### config.mk
export PLATFORM = sky130hd
export DESIGN_NAME = sdram_request_arbiter
export DESIGN_NICKNAME = d
export VERILOG_FILES = /design/src/rtl/sdram_arb_pkg.sv /design/src/rtl/sdram_arb_refresh_scheduler.sv /design/src/rtl/sdram_request_arbiter.sv
export SDC_FILE = /design/constraint.sdc
export NUM_CORES = 1
export LEC_CHECK = 0
export ABC_AREA = 1
export CAP_MARGIN = 20
export CORE_AREA = 2 2 94 96
export CTS_BUF_LIST = sky130_fd_sc_hd__clkbuf_8
export DETAILED_ROUTE_END_ITERATION = 10
export DIE_AREA = 0 0 96 98
export PLACE_DENSITY_LB_ADDON = 0.3
export SLEW_MARGIN = 30
export SYNTH_ARGS = -nofsm -noshare
export SYNTH_HDL_FRONTEND = slang
export SYNTH_SLANG_ARGS = --single-unit
### constraint.sdc
create_clock -name CLK_48MHZ -period 3 [get_ports CLK_48MHZ]
set_clock_uncertainty 0.05 [all_clocks]
set_input_delay 0.3 -clock CLK_48MHZ [delete_from_list [all_inputs] [get_ports CLK_48MHZ]]
set_output_delay 0.3 -clock CLK_48MHZ [all_outputs]
set_load 0.05 [all_outputs]
### src/rtl/sdram_arb_pkg.sv
// Shared command encodings, requester indices and FSM state type
// for the SDRAM request arbiter and its neighbours.
package sdram_arb_pkg;

  localparam logic [1:0] CMD_NOP     = 2'b00;
  localparam logic [1:0] CMD_WRITE   = 2'b01;
  localparam logic [1:0] CMD_READ    = 2'b10;
  localparam logic [1:0] CMD_REFRESH = 2'b11;

  localparam logic [1:0] REQ_GEIG = 2'd0;
  localparam logic [1:0] REQ_MAG  = 2'd1;
  localparam logic [1:0] REQ_RD   = 2'd2;

  typedef enum logic [1:0] {
    ST_IDLE,
    ST_ISSUE,
    ST_WAIT_DONE,
    ST_COMPLETE
  } state_t;

  function automatic logic [1:0] rr_next(input logic [1:0] idx);
    return (idx == REQ_RD) ? REQ_GEIG : idx + 2'd1;
  endfunction

  // Search starts just after the last granted requester.
  function automatic logic [1:0] rr_pick(
    input logic [1:0] last,
    input logic [2:0] req
  );
    logic [1:0] c1;
    logic [1:0] c2;
    c1 = rr_next(last);
    c2 = rr_next(c1);
    if (req[c1]) return c1;
    if (req[c2]) return c2;
    return last;
  endfunction

endpackage

### src/rtl/sdram_arb_refresh_scheduler.sv
// Auto-refresh interval timer with a saturating pending counter
// and a sticky overrun flag.
module refresh_scheduler #(
  parameter int REFRESH_INTERVAL = 360
) (
  input  logic clk,
  input  logic rst,
  input  logic tick_served,
  output logic pending_nz,
  output logic overrun
);

  localparam int TW = $clog2(REFRESH_INTERVAL);

  logic [TW-1:0] timer;
  logic [2:0]    pending;
  logic          wrap;

  assign wrap       = (timer == TW'(REFRESH_INTERVAL - 1));
  assign pending_nz = |pending;

  always_ff @(posedge clk or posedge rst) begin
    if (rst) begin
      timer   <= '0;
      pending <= '0;
      overrun <= 1'b0;
    end else begin
      timer <= wrap ? '0 : timer + 1'b1;
      // A wrap coinciding with a served refresh cancels out.
      if (wrap && !tick_served) begin
        if (pending == 3'd7) overrun <= 1'b1;
        else                 pending <= pending + 3'd1;
      end else if (!wrap && tick_served && pending != 3'd0) begin
        pending <= pending - 3'd1;
      end
    end
  end

endmodule

### src/rtl/sdram_request_arbiter.sv
// Round-robin arbiter for the SDRAM command port with
// highest-priority auto-refresh and accept-timeout handling.
module sdram_request_arbiter
  import sdram_arb_pkg::*;
#(
  parameter int REFRESH_INTERVAL = 360,
  parameter int ACCEPT_TIMEOUT   = 15
) (
  input  logic        CLK_48MHZ,
  input  logic        RESET,
  input  logic        SDRAM_STATUS,
  input  logic        GEIG_REQ,
  input  logic [1:0]  GEIG_BA,
  input  logic [12:0] GEIG_ROW,
  input  logic [8:0]  GEIG_COL,
  input  logic [15:0] GEIG_DATA,
  output logic        GEIG_DONE,
  input  logic        MAG_REQ,
  input  logic [1:0]  MAG_BA,
  input  logic [12:0] MAG_ROW,
  input  logic [8:0]  MAG_COL,
  input  logic [15:0] MAG_DATA,
  output logic        MAG_DONE,
  input  logic        RD_REQ,
  input  logic [1:0]  RD_BA,
  input  logic [12:0] RD_ROW,
  input  logic [8:0]  RD_COL,
  output logic        RD_DONE,
  output logic [1:0]  CMD_OUT,
  output logic [1:0]  BA_OUT,
  output logic [12:0] ROW_OUT,
  output logic [8:0]  COL_OUT,
  output logic [15:0] DATA_OUT,
  output logic        REFRESH_OVERRUN,
  output logic        CMD_ERROR
);

  localparam int TW = $clog2(ACCEPT_TIMEOUT + 1);

  state_t        state;
  logic [1:0]    last;
  logic [1:0]    cur;
  logic          cur_ref;
  logic [TW-1:0] tmo;
  logic [2:0]    reqs;
  logic [1:0]    pick;
  logic          ref_pending;
  logic          served;

  assign reqs   = {RD_REQ, MAG_REQ, GEIG_REQ};
  assign pick   = rr_pick(last, reqs);
  assign served = (state == ST_COMPLETE) && cur_ref;

  refresh_scheduler #(
    .REFRESH_INTERVAL(REFRESH_INTERVAL)
  ) u_refresh (
    .clk        (CLK_48MHZ),
    .rst        (RESET),
    .tick_served(served),
    .pending_nz (ref_pending),
    .overrun    (REFRESH_OVERRUN)
  );

  always_ff @(posedge CLK_48MHZ or posedge RESET) begin
    if (RESET) begin
      state     <= ST_IDLE;
      last      <= REQ_RD;
      cur       <= REQ_GEIG;
      cur_ref   <= 1'b0;
      tmo       <= '0;
      CMD_OUT   <= CMD_NOP;
      BA_OUT    <= '0;
      ROW_OUT   <= '0;
      COL_OUT   <= '0;
      DATA_OUT  <= '0;
      GEIG_DONE <= 1'b0;
      MAG_DONE  <= 1'b0;
      RD_DONE   <= 1'b0;
      CMD_ERROR <= 1'b0;
    end else begin
      GEIG_DONE <= 1'b0;
      MAG_DONE  <= 1'b0;
      RD_DONE   <= 1'b0;
      case (state)
        ST_IDLE: begin
          if (SDRAM_STATUS && (ref_pending || |reqs)) begin
            state <= ST_ISSUE;
            tmo   <= '0;
            if (ref_pending) begin
              cur_ref  <= 1'b1;
              CMD_OUT  <= CMD_REFRESH;
              BA_OUT   <= '0;
              ROW_OUT  <= '0;
              COL_OUT  <= '0;
              DATA_OUT <= '0;
            end else begin
              cur_ref <= 1'b0;
              cur     <= pick;
              case (pick)
                REQ_MAG: begin
                  CMD_OUT  <= CMD_WRITE;
                  BA_OUT   <= MAG_BA;
                  ROW_OUT  <= MAG_ROW;
                  COL_OUT  <= MAG_COL;
                  DATA_OUT <= MAG_DATA;
                end
                REQ_RD: begin
                  CMD_OUT  <= CMD_READ;
                  BA_OUT   <= RD_BA;
                  ROW_OUT  <= RD_ROW;
                  COL_OUT  <= RD_COL;
                  DATA_OUT <= '0;
                end
                default: begin
                  CMD_OUT  <= CMD_WRITE;
                  BA_OUT   <= GEIG_BA;
                  ROW_OUT  <= GEIG_ROW;
                  COL_OUT  <= GEIG_COL;
                  DATA_OUT <= GEIG_DATA;
                end
              endcase
            end
          end
        end
        ST_ISSUE: begin
          if (!SDRAM_STATUS) begin
            state   <= ST_WAIT_DONE;
            CMD_OUT <= CMD_NOP;
          end else if (tmo == TW'(ACCEPT_TIMEOUT - 1)) begin
            // Abandon; the request stays pending and is retried.
            state     <= ST_IDLE;
            CMD_OUT   <= CMD_NOP;
            CMD_ERROR <= 1'b1;
          end else begin
            tmo <= tmo + 1'b1;
          end
        end
        ST_WAIT_DONE: begin
          if (SDRAM_STATUS) begin
            state <= ST_COMPLETE;
            if (!cur_ref) begin
              GEIG_DONE <= (cur == REQ_GEIG);
              MAG_DONE  <= (cur == REQ_MAG);
              RD_DONE   <= (cur == REQ_RD);
            end
          end
        end
        ST_COMPLETE: begin
          state <= ST_IDLE;
          if (!cur_ref) last <= cur;
        end
        default: state <= ST_IDLE;
      endcase
    end
  end

endmodule

==> flow_summary_export.csv, run 1 <==
group,metric,value,unit
run_status,outcome,"finished, final reports clean",
routing,wl_per_cell,14.5,µm
power,power_leakage,2.48,nW
clock_network,postCtsHoldBufs,0,
worst_setup_path,reg2reg_slack,0.18,ns
final_layout,area_growth,52.5,%
routing,drt_wl_total,9.94,mm
synthesis,syn_inst,424,
clock_network,cts_max_level,3,
synthesis,synth_fa_ha_area_share,2.30,%
timing,slew_headroom,48.5,%
synthesis,syn_area_per_cell,8.47,µm²
worst_setup_path,critPathTopFamily,"simple AND/OR/NAND/NOR gates",
timing,period_share,93.9,%
synthesis,synth-compound-area-share,14.6,%
die,start_util,42.4,%
synthesis,ys_seq_area_share,48.8,%
timing,setup-tns-final,0,ns
synthesis,synthMuxAreaShare,0,%
synthesis,synth_area,3590,µm²
routing,firstDrtPassIters,4,
power,p_per_area,1090,nW/µm²
clock_network,postCtsSetupBuffers,0,
routing,ant_nets,0,
global_routing,overflow,0,
worst_setup_path,cp_cell_sequence,"nor2_1 -> nand2_1 -> nand2_1 -> nor2_1 -> nand3_1 -> nand2_1 -> inv_1 -> ha_1 -> buf_4 -> nor2_2 -> buf_12 -> nand2_1 -> nand3_1 -> a22o_1",
clock_network,clock_path_buffers,2,
timing,max_freq,355,MHz
worst_setup_path,worstReg2RegStart,"last[1]",
die,rows,34,
global_routing,grt_usage,22.3,%
synthesis,synth_cell_type_count,31,
flow_run,maxCapViolations,0,
final_layout,diodes,0,
worst_setup_path,path_depth,14,
global_routing,antenna_found_initial,0,
final_layout,fill_cells,690,
final_layout,fin_nets,690,
routing,via_count,3548,
final_layout,drive_gt1_share,5.36,%
routing,routed_via_density,5.17,
timing,rsz0062_at_grt,"false",
synthesis,synth-seq-cells,70,
clock_network,cts_tree,"done",
worst_setup_path,cp_num_buf_inv,3,
synthesis,syn_nets,540,
timing,tightest_slew,0.771,ns
worst_setup_path,reg2regPathDepth,14,
clock_network,clock_latency,0.34,ns
synthesis,synthSimpleGateAreaFrac,25.5,%
global_routing,first_global_vias,3555,
timing,finalMaxSlewViolations,0,
worst_setup_path,crit_top_cell,"nand2_1",
synthesis,yosysWarnings,0,
routing,drc_errors,0,
worst_setup_path,worstReg2RegEnd,"ROW_OUT[12]",
placement,hpwl,7.37,mm
global_routing,grt_pass1_wl,16.5,mm
timing,finalHoldViolCount,0,
timing,setup_viol,0,
global_routing,grt_max_degree,44,
timing,min_period,2.82,ns
worst_setup_path,worstPathRequired,3.18,ns
power,ir_worst_vdd,622,µV
clock_network,cts_resized,0,
worst_setup_path,crit_fanout,41,
die,die_h,98,µm
clock_network,cts_root_buffer,"clkbuf_8",
worst_setup_path,crit_slowest_cell,"dfstp_2",
placement,gp_congestion,0.801,
hold_path,hp-class,"in2async",
synthesis,synth_xor_area_share,1.46,%
worst_setup_path,critPathCapture,"ROW_OUT[12]",
clock_network,cts_sinks,70,
worst_setup_path,critPathLaunchType,"flop",
worst_setup_path,crit_arrival,2.99,ns
clock_network,clkTransAtPathRegs,0.08,ns
synthesis,synth_top_family_by_area,"simple AND/OR/NAND/NOR gates",
worst_setup_path,cp-startpoint,"last[1]",
routing,drt_iter0_markers,172,
worst_setup_path,crit_path_end_kind,"flop",
die,die-area,9410,µm²
power,total_power,0.00597,W
die,io_pins,157,
placement,portBuffers,156,
clock_network,cts_buffers,9,
worst_setup_path,path_class,"reg2reg",
worst_setup_path,cp_slowest_stage_delay,0.60,ns
die,fp.coreArea,8470,µm²
die,die_w,96,µm
[placed cells by master, fill, tap and decap left out, types with 2 or more instances in the layout]
cell type,count
clkdlybuf4s50_1,156
xnor2_1,2
nor2_1,17
nand3_1,71
o21ai_0,17
bufinv_16,3
inv_1,30
inv_2,3
nand2_1,107
ha_1,5
nand4_1,5
xor2_1,4
nor2_2,2
o21ai_1,11
dfrtp_1,69
o21bai_1,2
a22o_1,24
a22oi_1,16
a21oi_1,3
buf_12,3
clkbuf_8,9
buf_4,3
nor3_1,4
[per-stage QoR]
| step | util, % | instances | hold slack, ns | setup slack (ns) | instance area [µm²] |
|---|---|---|---|---|---|
| floorplan | - | 424 | 0.358 | 0.818 | 3590 |
| global placement | 61.9 | 671 | 0.411 | 0.231 | 5240 |
| detailed placement | 61.9 | 671 | 0.413 | 0.119 | 5240 |
| CTS | 64.7 | 686 | 0.328 | 0.235 | 5480 |
| global route | 64.7 | 686 | 0.345 | 0.0405 | 5480 |
| finish | 64.7 | 686 | 0.306 | 0.184 | 5480 |
[flip-flops by register name, indices dropped and copies added (netlist names), 2 cells and up, named ones only]
register / cells
COL_OUT: 9
DATA_OUT: 16
u_refresh.timer: 9
last: 2
BA_OUT: 2
CMD_OUT: 2
ROW_OUT: 13
cur: 2
u_refresh.pending: 3
tmo: 4
[cells in the mapped netlist, drive strengths merged]
master / instances / share of area [%]
a21oi: 3 / 0.42
a22o: 24 / 5.9
a22oi: 16 / 3.3
a31oi: 1 / 0.17
buf: 17 / 3.3
clkbuf: 6 / 0.63
dfrtp: 69 / 48
dfstp: 1 / 0.73
fa: 1 / 0.56
ha: 5 / 1.7
inv: 33 / 3.4
nand2: 107 / 11
nand3: 72 / 10
nand4: 5 / 0.87
nor2: 20 / 2.4
nor3: 4 / 0.56
nor4: 1 / 0.17
o21ai: 29 / 4.1
o21bai: 2 / 0.42
o31ai: 1 / 0.21
or2: 1 / 0.17
xnor2: 2 / 0.49
xor2: 4 / 0.98
[report_power, final]
part           switching (W)  internal [W]
clock               0.000356      0.000548
sequential          0.000194       0.00124
combinational        0.00236       0.00128
[worst min path at each step]
stage	from	endpoint	slack (ns)	cells after the start
global placement	CMD_OUT[0]	CMD_OUT[0]	0.41	2
CTS	RESET	ROW_OUT[10]	0.33	2
floorplan	SDRAM_STATUS	flop	0.36	1
global route	RESET	ROW_OUT[6]	0.35	2
detailed placement	CMD_OUT[1]	CMD_OUT[1]	0.41	2
finish	RESET	ROW_OUT[10]	0.31	2
[layout make-up]
class	count	area [µm²]	area share, %
flip-flops and latches	70	1750	32.0
repair buffers	162	1640	30.0
clock inverters	6	111	2.03
clock buffers	9	124	2.26
inverters	33	124	2.26
multi-input cells	298	1580	28.9
well taps	108	135	2.47
[layer usage]
metal  up-vias  wire (µm)  global-route usage (%)
li1       1733          -                       -
met1      1671       4190                    28.5
met2       125       4910                    36.1
met3        19        600                    4.48
met4         0        251                    9.89
met5         -          0                       0
[kinds of logic after synthesis]
logic type / after synthesis
AOI/OAI and AO/OA: 76
xor gates and xnor gates: 6
adders and majority gates: 6
buffers and inverters: 56
DFF: 70
and+or+nand+nor: 210
No activity file was read; power rests on OpenSTA's default activity.
==> run 2, diff against run 1 <==
- MAX_ROUTING_LAYER: default -> met4
==> run 2 against run 1 <==
  * Final area did not move
  * Maximum frequency rose by 0.23%
  * Register-to-register slack barely moved
  * Worst setup slack improved by 0.0064 ns
  * Combinational power barely moved
  * Sequential share of layout area did not move
  * Critical path type unchanged
  * Clock-buffer cell count did not move
==> flow_summary_export.csv, run 2 (same netlist as run 1, synthesis figures left out) <==
group,metric,value,unit
timing,max_freq,356,MHz
worst_setup_path,crit_arrival,2.99,ns
placement,gp_congestion,0.813,
routing,routed_via_density,5.19,
clock_network,clkTransAtPathRegs,0.08,ns
routing,ant_nets,0,
worst_setup_path,path_class,"reg2reg",
clock_network,cts_buffers,9,
worst_setup_path,critPathLaunchType,"flop",
global_routing,first_global_vias,3571,
final_layout,regMostFlops,"DATA_OUT",
die,fp.coreArea,8470,µm²
timing,slew_headroom,47.8,%
global_routing,grt_usage,22.9,%
hold_path,hp-class,"in2async",
clock_network,cts_tree,"done",
clock_network,cts_sinks,70,
die,die_h,98,µm
routing,drt_iter0_markers,163,
die,start_util,42.4,%
clock_network,cts_resized,0,
global_routing,grt_max_degree,44,
placement,hpwl,7.37,mm
clock_network,cts_root_buffer,"clkbuf_8",
power,power_leakage,2.48,nW
global_routing,antenna_found_initial,0,
clock_network,postCtsSetupBuffers,0,
final_layout,reg_top3,"DATA_OUT (16), ROW_OUT (13)",
global_routing,grt_pass1_wl,16.5,mm
timing,finalMaxSlewViolations,0,
flow_run,maxCapViolations,0,
placement,portBuffers,156,
timing,setup_viol,0,
routing,via_count,3558,
die,io_pins,157,
worst_setup_path,crit_fanout,41,
final_layout,largest_register_ffs,16,
final_layout,fin_nets,690,
clock_network,cts_max_level,3,
final_layout,finish.instance_area,5480,µm²
timing,min_period,2.81,ns
final_layout,layout_common_cells,"156 x clkdlybuf4s50_1, 107 x nand2_1, 71 x nand3_1",
clock_network,postCtsHoldBufs,0,
routing,firstDrtPassIters,5,
clock_network,clock_latency,0.33,ns
timing,rsz0062_at_grt,"false",
final_layout,diodes,0,
worst_setup_path,worstPathRequired,3.18,ns
power,ir_worst_vdd,615,µV
run_status,outcome,"finished, final reports clean",
clock_network,clock_path_buffers,2,
timing,period_share,93.6,%
final_layout,area_growth,52.5,%
timing,finalHoldViolCount,0,
timing,tightest_slew,0.782,ns
power,p_per_area,1090,nW/µm²
worst_setup_path,reg2reg_slack,0.19,ns
worst_setup_path,crit_path_end_kind,"flop",
timing,setup-tns-final,0,ns
die,die_w,96,µm
routing,wl_per_cell,14.4,µm
final_layout,final_common_cell,"clkdlybuf4s50_1",
final_layout,drive_gt1_share,5.36,%
placement,place_area,5240,µm²
die,die-area,9410,µm²
die,rows,34,
global_routing,overflow,0,
routing,drc_errors,0,
routing,drt_wl_total,9.90,mm
[run 2: where the power goes]
part	switching [W]	internal, W	leakage (nW)
sequential	0.000193	0.00124	0.904
clock	0.000355	0.000548	0.115
combinational	0.00235	0.00128	1.46
total	0.00290	0.00307	2.48
[run 2: per-layer routing]
| layer | GRT usage (%) | part of all wire [%] | routed length (µm) |
|---|---|---|---|
| met2 | 36.4 | 50 | 4920 |
| met4 | 9.89 | 2.5 | 249 |
| met1 | 28.5 | 42 | 4170 |
| met3 | 3.94 | 5.6 | 557 |
| met5 | - | 0 | 0 |
[run 2: worst paths after layout]
path	end	depth (start not counted)	from
max	ROW_OUT[12]	14	last[1]
min reg2reg	CMD_OUT[0]	2	CMD_OUT[0]
max in group asynchronous	last[1]	3	RESET
min	ROW_OUT[10]	2	RESET
min in group CLK_48MHZ	CMD_OUT[0]	2	CMD_OUT[0]
max reg2reg	ROW_OUT[12]	14	last[1]
[run 2: through the flow]
step	cells	util, %	hold slack (ns)	total power [W]	worst slack, ns
after floorplan	424	-	0.358	0.00401	0.818
after global placement	671	61.9	0.411	0.00501	0.231
after detailed placement	671	61.9	0.413	0.00510	0.119
after CTS	686	64.7	0.328	0.00601	0.235
after global routing	686	64.7	0.347	0.00640	0.0386
final	686	64.7	0.307	0.00597	0.191
[run 2: final cells by class]
cell class,instances,area (µm²)
timing repair buffer,162,1640
clock buffer,9,124
tap,108,135
fill,690,2990
sequential,70,1750
multi-input combinational,298,1580
inverter,33,124
clock inverter,6,111
[run 2: worst max-delay path: stages, from the launching register on]
cell and delay, ns:
dfstp_2 0.60, nor2_1 0.08, nand2_1 0.10, nand2_1 0.09
nor2_1 0.16, nand3_1 0.10, nand2_1 0.13, inv_1 0.06
ha_1 0.29, buf_4 0.37, nor2_2 0.11, buf_12 0.19
nand2_1 0.08, nand3_1 0.07, a22o_1 0.20
==> run 3, diff against run 2 <==
- CORE_AREA: 2 2 94 96 -> 2 2 105 86
- DIE_AREA: 0 0 96 98 -> 0 0 107 88
- SKIP_LAST_GASP: default -> 1
==> run 3 against run 2 <==
  * Power fell by 1.8%
  * Maximum frequency rose by 3.2%
  * Clock-buffer cell count did not move
  * Register-to-register slack improved by 0.09 ns
  * Combinational power rose by 4%
  * Non-clock buffer count rose by 4
  * Routed wire length rose by 8.6%
  * Global-route usage rose by 0.98 points
  * Sequential power barely moved
  * First-iteration DRC count rose by 110%
  * Via count rose by 3.7%
  * Highest routed layer unchanged
==> flow_summary_export.csv, run 3 (same netlist as run 1, synthesis figures left out) <==
group,metric,value,unit
power,ir_worst_vdd,598,µV
global_routing,overflow,0,
clock_network,clock_path_buffers,2,
timing,finalMaxSlewViolations,0,
routing,via_count,3691,
final_layout,final_common_cell,"clkdlybuf4s50_1",
final_layout,reg_top3,"DATA_OUT (16), ROW_OUT (13)",
worst_setup_path,reg2regPathDepth,12,
power,total_power,0.00586,W
final_layout,layout_common_cells,"156 x clkdlybuf4s50_1, 107 x nand2_1, 71 x nand3_1",
global_routing,grt_usage,23.9,%
flow_run,maxCapViolations,0,
power,power_leakage,2.45,nW
clock_network,cts_root_buffer,"clkbuf_8",
final_layout,finalNonFillerCells,695,
clock_network,postCtsHoldBufs,0,
routing,ant_nets,0,
routing,wl_per_cell,15.5,µm
worst_setup_path,path_class,"reg2reg",
timing,timing.hold.ws,0.346,ns
routing,firstDrtPassIters,5,
global_routing,antenna_found_initial,0,
power,share_seq_of_total_power,24.3,%
die,rows,30,
timing,setup_viol,0,
timing,max_freq,367,MHz
final_layout,largest_register_ffs,16,
final_layout,area_growth,50.7,%
clock_network,cts_sinks,70,
global_routing,first_global_vias,3653,
power,p_sw_share,51.5,%
worst_setup_path,worstPathRequired,3.19,ns
die,die_w,107,µm
die,die-area,9420,µm²
run_status,outcome,"finished, final reports clean",
global_routing,grt_max_degree,40,
placement,portBuffers,156,
placement,gp_congestion,0.860,
routing,drt_iter0_markers,348,
clock_network,cts_buffers,9,
die,io_pins,157,
final_layout,fin_util,64.6,%
clock_network,clock_latency,0.35,ns
timing,setup-tns-final,0,ns
global_routing,grt_pass1_wl,17.0,mm
worst_setup_path,worstReg2RegStart,"last[1]",
timing,finalHoldViolCount,0,
placement,dp.cells,678,
timing,tightest_slew,0.678,ns
worst_setup_path,cp-startpoint,"last[1]",
die,start_util,42.9,%
worst_setup_path,crit_fanout,12,
timing,min_period,2.72,ns
placement,hpwl,7.66,mm
power,pwr-share-clk,10.9,%
die,die_h,88,µm
routing,drc_errors,0,
power,combPwrFrac,64.8,%
power,internal_power,0.00284,W
routing,routed_via_density,5.31,
clock_network,cts_tree,"done",
worst_setup_path,crit_arrival,2.91,ns
timing,period_share,90.7,%
final_layout,diodes,0,
timing,slew_headroom,54.7,%
power,p_switching,0.00302,W
timing,rsz0062_at_grt,"false",
routing,drt_wl_total,10.8,mm
final_layout,drive_gt1_share,6.00,%
clock_network,clkTransAtPathRegs,0.07,ns
final_layout,regMostFlops,"DATA_OUT",
clock_network,cts_max_level,3,
worst_setup_path,critPathLaunchType,"flop",
final_layout,fin_nets,695,
die,fp.coreArea,8370,µm²
worst_setup_path,crit_path_end_kind,"flop",
power,p_per_area,1080,nW/µm²
hold_path,hp-class,"in2async",
==> run 3: changes by cell type in the layout (fill, tap and decap cells not counted), sizes merged <==
cell and delta:
inv +1, bufinv -3, clkinvlp +3, buf +4
==> run 3: layout make-up <==
class                   count  area, µm²
fillers                   699       2960
flip-flops and latches     70       1750
repair buffers            166       1640
multi-input cells         298       1590
well taps                 112        140
inverters                  33        128
clock buffers               9        124
clock inverters             6       32.5
repair inverters            1       7.51
==> run 3: final timing paths <==
| check | end | slack (ns) |
|---|---|---|
| min reg2reg | CMD_OUT[0] | 0.43 |
| min in group CLK_48MHZ | CMD_OUT[0] | 0.43 |
| max reg2reg | COL_OUT[6] | 0.28 |
| max in group asynchronous | COL_OUT[2] | 1.76 |
| max | COL_OUT[6] | 0.28 |
| min | u_refresh.timer[4] | 0.35 |
==> run 3: repair_timing <==
item                                    4_1_cts  5_1_grt
endpoints found under the setup margin        0       16
buffers inserted                              0        1
resized for setup                             0        2
==> run 3: metal layers <==
layer | GRT usage [%] | vias up | part of all wire, %
met1 | 27.7 | 1760 | 41
li1 | - | 1752 | -
met5 | - | - | 0
met4 | 8.74 | 0 | 1.6
met2 | 39.5 | 156 | 50
met3 | 7.29 | 23 | 6.8
==> run 3: worst max-delay path: stages, from the launching register on <==
cell	delay, ns
dfstp_2	0.59
nor2_1	0.08
nand2_1	0.08
nand2_1	0.08
nor2_1	0.15
nand3_1	0.10
nand2_1	0.11
inv_1	0.05
ha_1	0.52
clkinvlp_4	0.36
nand3_1	0.16
nand3_1	0.09
a22o_1	0.20
==> run 3: power groups by stage <==
stage	registers, W	logic [W]	clock network, W
3_3_place_gp	0.00143	0.00359	0
2_1_floorplan	0.00221	0.00180	0
4_1_cts	0.00142	0.00369	0.000660
6_report	0.00143	0.00379	0.000639
5_1_grt	0.00146	0.00409	0.000701
3_5_place_dp	0.00143	0.00368	0
==> run 3: per-stage QoR <==
stage / instance area (µm²) / setup slack, ns
2_1_floorplan: 3590 / 0.818
3_3_place_gp: 5240 / 0.207
3_5_place_dp: 5240 / 0.0512
4_1_cts: 5390 / 0.188
5_1_grt: 5410 / 0.0586
6_report: 5410 / 0.278
